<file path="config.mk">
export PLATFORM = sky130hd
export DESIGN_NAME = scandoubler_vidmem_arb
export DESIGN_NICKNAME = d
export VERILOG_FILES = /design/src/rtl/scandoubler_vidmem_arb.sv
export SDC_FILE = /design/constraint.sdc
export NUM_CORES = 1
export LEC_CHECK = 0
export CAP_MARGIN = 0
export CORE_AREA = 4 4 111 113
export CTS_CLUSTER_DIAMETER = 60
export DETAILED_ROUTE_END_ITERATION = 8
export DIE_AREA = 0 0 115 117
export GPL_TIMING_DRIVEN = 0
export PLACE_DENSITY = 0.68
export SETUP_SLACK_MARGIN = 0.02
export SYNTH_ARGS = -nofsm -noshare
export SYNTH_HDL_FRONTEND = slang
export SYNTH_SLANG_ARGS = --single-unit
export TNS_END_PERCENT = 20
</file>
<file path="constraint.sdc">
create_clock -name clk_sys -period 4.9 [get_ports clk_sys]
set_input_delay 0.735 -clock clk_sys [delete_from_list [all_inputs] [get_ports clk_sys]]
set_output_delay 0.735 -clock clk_sys [all_outputs]
set_load 0.02 [all_outputs]
</file>
<file path="src/rtl/scandoubler_vidmem_arb.sv">
// ---------------------------------------------------------------------------
// scandoubler_vidmem_arb
//
// Purpose: arbitrates one external video memory between a write client
// (incoming video, vidin_*) and a read client (scandoubled output, vidout_*).
// Every memory access is a fixed burst of 8 sequential words.
//
// Word address = BASE_ADDR + {frame[1:0], y, x}, truncated to ADDR_WIDTH.
//
// Handshakes: a client holds *_req high while it has work. vidin_ack pulses
// in the same cycle the memory takes a word (mem_wack); the next word must
// already be on vidin_d in the following cycle. vidout_ack marks a valid
// vidout_d and trails mem_rvalid by exactly one cycle. mem_req stays high
// for the whole burst; mem_we tells write from read bursts.
//
// Ports:
//   clk_sys, reset        sole clock, synchronous active-high reset
//   vidin_req/frame/x/y/d write client request, coordinates and data
//   vidin_ack             write word consumed
//   vidout_req/frame/x/y  read client row request and coordinates
//   vidout_d/vidout_ack   read data and its valid strobe
//   mem_req/we/addr/wdata memory command and write data
//   mem_wack              memory took a write word
//   mem_rdata/mem_rvalid  memory read data and valid
//   busy                  arbiter not idle
//   dbg_state_o           current FSM state (debug)
//
// Build option: define VIDMEM_ARB_STARVE_EN to let a waiting write win
// after STARVE_LIMIT consecutive read bursts; otherwise reads always win.
// ---------------------------------------------------------------------------
module scandoubler_vidmem_arb #(
    parameter int                    HCNT_WIDTH   = 10,
    parameter int                    ADDR_WIDTH   = 24,
    parameter logic [ADDR_WIDTH-1:0] BASE_ADDR    = '0,
    parameter int                    STARVE_LIMIT = 4
) (
    input  logic                  clk_sys,
    input  logic                  reset,
    input  logic                  vidin_req,
    input  logic [1:0]            vidin_frame,
    input  logic [HCNT_WIDTH-1:0] vidin_x,
    input  logic [HCNT_WIDTH-1:0] vidin_y,
    input  logic [15:0]           vidin_d,
    output logic                  vidin_ack,
    input  logic                  vidout_req,
    input  logic [1:0]            vidout_frame,
    input  logic [HCNT_WIDTH-1:0] vidout_x,
    input  logic [HCNT_WIDTH-1:0] vidout_y,
    output logic [15:0]           vidout_d,
    output logic                  vidout_ack,
    output logic                  mem_req,
    output logic                  mem_we,
    output logic [ADDR_WIDTH-1:0] mem_addr,
    output logic [15:0]           mem_wdata,
    input  logic                  mem_wack,
    input  logic [15:0]           mem_rdata,
    input  logic                  mem_rvalid,
    output logic                  busy,
    output logic [1:0]            dbg_state_o
);

    typedef enum logic [1:0] {
        ST_IDLE = 2'd0,
        ST_WR   = 2'd1,
        ST_RD   = 2'd2
    } state_e;

    localparam int FIELD_W = 2 + 2 * HCNT_WIDTH;
    localparam int SUM_W   = (FIELD_W > ADDR_WIDTH) ? FIELD_W : ADDR_WIDTH;

    function automatic logic [ADDR_WIDTH-1:0] make_addr(
        input logic [1:0]            f,
        input logic [HCNT_WIDTH-1:0] y,
        input logic [HCNT_WIDTH-1:0] x
    );
        logic [SUM_W-1:0] sum;
        sum = SUM_W'({f, y, x}) + SUM_W'(BASE_ADDR);
        return sum[ADDR_WIDTH-1:0];
    endfunction

    state_e                  state_q, state_d;
    logic [2:0]              cnt_q, cnt_d;
    logic [HCNT_WIDTH-1:0]   row_x_q, row_x_d;
    logic                    mem_req_q, mem_req_d;
    logic                    mem_we_q, mem_we_d;
    logic [ADDR_WIDTH-1:0]   mem_addr_q, mem_addr_d;
    logic                    armed_q;        // low for the first edge after reset
    logic                    vout_req_q;     // previous vidout_req, for edge detect
    logic [15:0]             vidout_d_q;
    logic                    vidout_ack_q;

    logic                    rd_edge;
    logic [HCNT_WIDTH-1:0]   rd_x;
    logic                    grant_wr;

    // A new row starts at vidout_x; later bursts continue from row_x_q.
    assign rd_edge = vidout_req && !vout_req_q;
    assign rd_x    = rd_edge ? vidout_x : row_x_q;

`ifdef VIDMEM_ARB_STARVE_EN
    localparam int STARVE_W = $clog2(STARVE_LIMIT + 1);
    logic [STARVE_W-1:0] starve_q, starve_d;

    assign grant_wr = vidin_req && (!vidout_req || (starve_q == STARVE_W'(STARVE_LIMIT)));
`else
    // STARVE_LIMIT has no effect when starvation relief is compiled out.
    logic unused_starve_limit;
    assign unused_starve_limit = ^STARVE_LIMIT;

    assign grant_wr = vidin_req && !vidout_req;
`endif

    always_comb begin
        state_d    = state_q;
        cnt_d      = cnt_q;
        row_x_d    = rd_x;
        mem_req_d  = mem_req_q;
        mem_we_d   = mem_we_q;
        mem_addr_d = mem_addr_q;
`ifdef VIDMEM_ARB_STARVE_EN
        starve_d   = vidin_req ? starve_q : '0;
`endif
        unique case (state_q)
            ST_IDLE: begin
                cnt_d = 3'd0;
                if (armed_q) begin
                    if (grant_wr) begin
                        state_d    = ST_WR;
                        mem_req_d  = 1'b1;
                        mem_we_d   = 1'b1;
                        mem_addr_d = make_addr(vidin_frame, vidin_y, vidin_x);
`ifdef VIDMEM_ARB_STARVE_EN
                        starve_d   = '0;
`endif
                    end else if (vidout_req) begin
                        state_d    = ST_RD;
                        mem_req_d  = 1'b1;
                        mem_we_d   = 1'b0;
                        mem_addr_d = make_addr(vidout_frame, vidout_y, rd_x);
                        // Advancing at burst start keeps the next burst's x
                        // correct even if a new row edge lands mid-burst.
                        row_x_d    = rd_x + HCNT_WIDTH'(8);
                    end
                end
            end
            ST_WR: begin
                if (mem_wack) begin
                    cnt_d      = cnt_q + 3'd1;
                    mem_addr_d = mem_addr_q + ADDR_WIDTH'(1);
                    if (cnt_q == 3'd7) begin
                        state_d   = ST_IDLE;
                        mem_req_d = 1'b0;
                        mem_we_d  = 1'b0;
                    end
                end
            end
            ST_RD: begin
                if (mem_rvalid) begin
                    cnt_d = cnt_q + 3'd1;
                    if (cnt_q == 3'd7) begin
                        state_d   = ST_IDLE;
                        mem_req_d = 1'b0;
`ifdef VIDMEM_ARB_STARVE_EN
                        if (vidin_req && (starve_q != STARVE_W'(STARVE_LIMIT))) begin
                            starve_d = starve_q + STARVE_W'(1);
                        end
`endif
                    end
                end
            end
            default: begin
                state_d   = ST_IDLE;
                mem_req_d = 1'b0;
                mem_we_d  = 1'b0;
            end
        endcase
    end

    always_ff @(posedge clk_sys) begin
        if (reset) begin
            state_q      <= ST_IDLE;
            cnt_q        <= 3'd0;
            row_x_q      <= '0;
            mem_req_q    <= 1'b0;
            mem_we_q     <= 1'b0;
            mem_addr_q   <= '0;
            armed_q      <= 1'b0;
            vout_req_q   <= 1'b0;
            vidout_d_q   <= 16'd0;
            vidout_ack_q <= 1'b0;
`ifdef VIDMEM_ARB_STARVE_EN
            starve_q     <= '0;
`endif
        end else begin
            state_q      <= state_d;
            cnt_q        <= cnt_d;
            row_x_q      <= row_x_d;
            mem_req_q    <= mem_req_d;
            mem_we_q     <= mem_we_d;
            mem_addr_q   <= mem_addr_d;
            armed_q      <= 1'b1;
            vout_req_q   <= vidout_req;
            vidout_d_q   <= mem_rdata;
            vidout_ack_q <= (state_q == ST_RD) && mem_rvalid;
`ifdef VIDMEM_ARB_STARVE_EN
            starve_q     <= starve_d;
`endif
        end
    end

    assign vidin_ack   = (state_q == ST_WR) && mem_wack && !reset;
    assign mem_wdata   = vidin_d;
    assign mem_req     = mem_req_q;
    assign mem_we      = mem_we_q;
    assign mem_addr    = mem_addr_q;
    assign vidout_d    = vidout_d_q;
    assign vidout_ack  = vidout_ack_q;
    assign busy        = (state_q != ST_IDLE);
    assign dbg_state_o = state_q;

endmodule

</file>
==> flow_summary.json, run 1 <==
{
  "status": "completed",
  "worst-slew-pin-transition_ns": 0.917,
  "fmax_mhz": 269,
  "worstSetupEndpoint": "vidin_ack",
  "drc_errors": 0,
  "cts_buffers": 9,
  "vias_per_cell": 5.18,
  "reg2reg_depth": 8,
  "period_needed_ns": 3.72,
  "maxCapViolCount": 0,
  "cp.buffers_inverters": 5,
  "grt_overflow_total": 0,
  "path_delay_family": "buffers and inverters",
  "ys_types": 59,
  "initial_utilization": 0.298,
  "synth.cell_area_um2": 3370,
  "power_mw": 2.05,
  "startpoint_type": "flip-flop",
  "globalplace.congestion": 0.875,
  "dr.pass1.iters": 5,
  "yosysWarnings": 0,
  "synth_async_sr_flop_share": 0,
  "cp_slowest_stage_delay_ns": 0.62,
  "diodes": 0,
  "num-nets-final": 637,
  "clock_sinks": 60,
  "core_area_um2": 11300,
  "fp.dieH_um": 117,
  "r2r-end": "mem_addr[7]",
  "num_io_pins": 145,
  "track_usage": 0.168,
  "vias": 3607,
  "die_w_um": 115,
  "final.setup.tns_ns": 0,
  "cts_tree": "done",
  "grt_pass1_wl_um": 17800,
  "fin_crit_sh": 0.760,
  "path_class": "reg -> out",
  "ff2ff_setup_slack_ns": 2.50,
  "synth_cells": 410,
  "critical_path.endpoint_type": "output pin",
  "critical_path.startpoint": "dbg_state_o[1]",
  "first_iter_violations": 283,
  "drtAntennaViolNets": 0,
  "hold_buffers": 0,
  "antenna_found_initial": 0,
  "slew-limit-headroom": 0.384,
  "cp_max_fo": 10,
  "final_hold_viol_count": 0,
  "synth_edf_count": 0,
  "synth_area_per_cell_um2": 8.22,
  "finalSetupViolCount": 0,
  "power_leakage_nw": 1.94,
  "ys_seq_area_frac": 0.356,
  "grt_pass1_vias": 3584,
  "crit_cells": 7,
  "synthToLayoutAreaGrowth_pct": 51.7,
  "fp-row-count": 39,
  "grt_max_degree": 12,
  "peakVddDrop_v": 0.000187,
  "clk_path_buf_depth": 2,
  "utilization": 0.452,
  "layout-drive-gt1-share": 0.114,
  "crit_slowest_cell": "clkdlybuf4s50_1",
  "hold_class": "reg -> reg",
  "synth_fp_nets": 499,
  "cts_max_level": 3,
  "dieArea_um2": 13500,
  "io_buffers": 127,
  "final_max_slew_viol_count": 0,
  "cts.clk_slew.worst_paths_ns": 0.05,
  "cts-resized-gates": 0,
  "hold_slack_ns": 0.458,
  "cts-root-buf": "clkbuf_16",
  "clk_latency_ns": 0.33,
  "regToRegStartpoint": "dbg_state_o[1]",
  "post_cts_buffers": 0,
  "post_drt_wl_per_cell_um": 16.5,
  "skew_ns": 0.00930,
  "hpwl_um": 8800,
  "wl_um": 11500,
  "synthFlopType": "dfxtp_1",
  "rsz0062_at_grt": "false",
  "min_path_cells": 2,
  "hold_start": "cnt_q[1]",
  "cp_data_required_time_ns": 4.16,
  "synth-seq-cells": 60,
  "arrival_ns": 2.99,
  "cp_cell_sequence": "inv_1, ha_1, buf_2, clkbuf_1, buf_1, and3_1, clkdlybuf4s50_1",
  "power.density_nw_per_um2": 401
}
==> power breakdown <==
group / total, mW / switching [mW] / internal [mW]
clock network: 0.620 / 0.230 / 0.390
registers: 0.663 / 0.0945 / 0.569
logic: 0.767 / 0.423 / 0.344
total: 2.05 / 0.747 / 1.30
==> metrics by stage <==
stage | cells | setup WS, ns | instance area [um2]
2_1_floorplan | 410 | 2.48 | 3370
3_3_place_gp | 680 | 1.61 | 4820
3_5_place_dp | 680 | 1.59 | 4820
4_1_cts | 696 | 1.21 | 5110
5_1_grt | 696 | 1.06 | 5110
6_report | 696 | 1.18 | 5110
==> registers in the layout, summed over array words and instances (netlist names) <==
signal       count
vout_req_q       1
mem_req          1
cnt_q            3
dbg_state_o      2
armed_q          1
mem_addr        24
vidout_d        16
row_x_q         10
vidout_ack       1
mem_we           1
==> layout by cell type (no fill, tap or decap), drive strengths merged, types with 4 or more instances in the layout <==
master / Yosys / layout
dfxtp: 60 / 60
nor2: 35 / 35
clkdlybuf4s50: 0 / 127
a21oi: 31 / 31
buf: 28 / 28
nand4: 8 / 8
nor2b: 23 / 23
and3: 5 / 5
nor3: 10 / 10
mux2i: 17 / 17
nand2b: 4 / 4
nand2: 45 / 45
ha: 7 / 7
nor4: 4 / 4
or3: 4 / 4
a211oi: 17 / 17
nand3: 18 / 18
inv: 9 / 9
clkbuf: 14 / 23
o22ai: 5 / 5
o21ai: 17 / 17
a31oi: 6 / 6
mux2: 6 / 6
==> tightest hold or removal path, stage by stage, from the launching register on <==
cell and delay, ns:
dfxtp_1 0.31, nand2_1 0.05, a21oi_1 0.05
==> final cells by class <==
type	count	area, um2
buffer	42	239
clock buffer	9	225
clock inverter	7	67.6
fill	1163	6210
inverter	9	33.8
multi-input combinational	299	1900
sequential	60	1200
tap	143	179
timing repair buffer	127	1270
==> routing by layer <==
layer	vias to the layer above	routed length, um	track usage
met4	0	223	0.0720
met1	1707	4550	0.198
met5	-	0	0
met2	161	5630	0.284
met3	17	1090	0.0499
li1	1722	-	-
==> how the worst min path moves through the flow <==
stage | to | slack [ns]
2_1_floorplan | cnt_q[1] | 0.44
3_3_place_gp | cnt_q[2] | 0.44
3_5_place_dp | cnt_q[1] | 0.46
4_1_cts | cnt_q[1] | 0.46
5_1_grt | cnt_q[1] | 0.51
6_report | cnt_q[1] | 0.46
==> cells by family (layout without fill, tap and decap cells) <==
kind of cell	count (synthesis)	after routing	synth area share
fa+ha+maj	7	7	0.0260
mux	23	23	0.0743
compound gates	93	93	0.179
simple gates	170	170	0.268
buf+inv	51	194	0.0810
flops	60	60	0.356
xor+xnor	6	6	0.0156
==> synth_stat cells, drive strengths merged, types with 5 or more instances <==
library cell	n	area, um2
mux2i	17	183
nor2b	23	144
nand3	18	105
a211oi	17	133
buf	28	186
o22ai	5	31.3
ha	7	87.6
dfxtp	60	1200
inv	9	33.8
nor3	10	55.1
a21oi	31	155
nand2	45	169
mux2	6	67.6
nand4	8	50.1
clkbuf	14	52.6
a31oi	6	37.5
and3	5	32.5
o21ai	17	92.6
nor2	35	131
Note: power is estimated with default switching activity, not from simulation.
==> inputs of run 2 (changes only) <==
--- a/config.mk
+++ b/config.mk
@@ -11,7 +11,7 @@
 export DETAILED_ROUTE_END_ITERATION = 8
 export DIE_AREA = 0 0 115 117
 export GPL_TIMING_DRIVEN = 0
-export PLACE_DENSITY = 0.68
+export PLACE_DENSITY = 0.7
 export SETUP_SLACK_MARGIN = 0.02
 export SYNTH_ARGS = -nofsm -noshare
 export SYNTH_HDL_FRONTEND = slang
==> constraint.sdc (replaced) <==
create_clock -name clk_sys -period 3.25 [get_ports clk_sys]
set_input_delay 0.4875 -clock clk_sys [delete_from_list [all_inputs] [get_ports clk_sys]]
set_output_delay 0.4875 -clock clk_sys [all_outputs]
set_load 0.02 [all_outputs]
==> run 2 against run 1 <==
Against the previous run:
- worst setup slack worse by 0.89 ns
- first-iteration DRC count down 16%
- critical path type unchanged
- total power up 56%
- routed wire length down 0.30%
- count of clock-buffer cells in the layout unchanged
==> flow_summary.json, run 2 (synthesis results as in run 1) <==
{
  "antenna_found_initial": 0,
  "cp_cell_sequence": "ha_1, buf_2, buf_2, and3_1, clkdlybuf4s50_1",
  "core_area_um2": 11300,
  "io_buffers": 127,
  "slew-limit-headroom": 0.447,
  "globalplace.congestion": 0.881,
  "design_area_um2": 5140,
  "fp-row-count": 39,
  "worst-slew-pin-transition_ns": 0.823,
  "power.density_nw_per_um2": 622,
  "finalSetupViolCount": 0,
  "dieArea_um2": 13500,
  "final_common_cell": "clkdlybuf4s50_1",
  "post_cts_buffers": 0,
  "fp.dieH_um": 117,
  "drtAntennaViolNets": 0,
  "initial_utilization": 0.298,
  "final.setup.tns_ns": 0,
  "clk_latency_ns": 0.33,
  "largest_register_ffs": 24,
  "synthToLayoutAreaGrowth_pct": 52.6,
  "regToRegStartpoint": "dbg_state_o[1]",
  "postPlaceCellArea_um2": 4820,
  "post_drt_wl_per_cell_um": 16.5,
  "fmax_mhz": 338,
  "arrival_ns": 2.47,
  "clock_sinks": 60,
  "power_leakage_nw": 1.95,
  "die_w_um": 115,
  "num_io_pins": 145,
  "maxCapViolCount": 0,
  "grt_max_degree": 20,
  "dr.pass1.iters": 5,
  "final_cell_mix": "clkdlybuf4s50_1, dfxtp_1, nand2_1",
  "num-nets-final": 636,
  "vias": 3537,
  "hpwl_um": 8830,
  "cp_slowest_stage_delay_ns": 0.60,
  "peakVddDrop_v": 0.000302,
  "cts-root-buf": "clkbuf_16",
  "wl_um": 11500,
  "critical_path.startpoint": "dbg_state_o[0]",
  "layout-drive-gt1-share": 0.116,
  "skew_ns": 0.00688,
  "diodes": 0,
  "final_hold_viol_count": 0,
  "critPathMostFrequentCell": "buf_2",
  "cts.clk_slew.worst_paths_ns": 0.06,
  "cts_buffers": 9,
  "hold_class": "reg -> reg",
  "cp_max_fo": 19,
  "rsz0062_at_grt": "false",
  "status": "completed",
  "fin_crit_sh": 0.910,
  "final_max_slew_viol_count": 0,
  "cts_tree": "done",
  "track_usage": 0.167,
  "startpoint_type": "flip-flop",
  "grt_pass1_vias": 3419,
  "grt_pass1_wl_um": 17500,
  "critical_path.endpoint_type": "output pin",
  "path_class": "reg -> out",
  "cts_max_level": 3,
  "hold_start": "cnt_q[1]",
  "first_iter_violations": 238,
  "crit_slowest_cell": "clkdlybuf4s50_1",
  "cts-resized-gates": 1,
  "drc_errors": 0,
  "clk_path_buf_depth": 2,
  "vias_per_cell": 5.09,
  "grt_overflow_total": 0,
  "utilization": 0.454,
  "cp_data_required_time_ns": 2.76,
  "hold_buffers": 0,
  "period_needed_ns": 2.96
}
run 2: routing by layer:
| metal | global-route usage | vias to the layer above | share of wire |
|---|---|---|---|
| met5 | 0 | - | 0 |
| met4 | 0.0383 | 0 | 0.012 |
| met3 | 0.0586 | 15 | 0.12 |
| met2 | 0.280 | 195 | 0.48 |
| met1 | 0.207 | 1601 | 0.39 |
| li1 | - | 1726 | - |
run 2: area by class of cell:
class,count,area [um2]
Clock inverter,7,100
Clock buffer,9,225
Tap cell,143,179
Buffer,41,236
Timing Repair Buffer,127,1270
Multi-Input combinational cell,299,1900
Inverter,9,33.8
Sequential cell,60,1200
Fill cell,1098,6180
run 2: metrics by stage:
| step | hold WS (ns) | total power [mW] | std cells | setup slack [ns] |
|---|---|---|---|---|
| after floorplan | 0.436 | 1.65 | 410 | 1.08 |
| after global placement | 0.444 | 2.14 | 680 | 0.209 |
| after detailed placement | 0.461 | 2.16 | 680 | 0.148 |
| after CTS | 0.469 | 3.22 | 695 | 0.297 |
| after global routing | 0.493 | 3.37 | 695 | 0.229 |
| final | 0.468 | 3.20 | 695 | 0.291 |
run 2: worst paths after layout:
path                                     to  slack, ns  depth (start not counted)
worst min register to register     cnt_q[1]       0.47                          2
worst min-delay path               cnt_q[1]       0.47                          2
worst max register to register  mem_addr[7]       0.78                          8
worst max-delay path              vidin_ack       0.29                          5
run 2: critical path, delay by kind of cell (launching register included):
kind                       cells  cell delay (ns)
DFF                            1             0.45
and+or+nand+nor                1             0.21
adders and majority gates      1             0.19
buffers and inverters          3             1.28
run 2: power breakdown:
group          switching (mW)  internal (mW)
registers               0.141          0.857
logic                   0.633          0.519
clock network           0.375          0.675
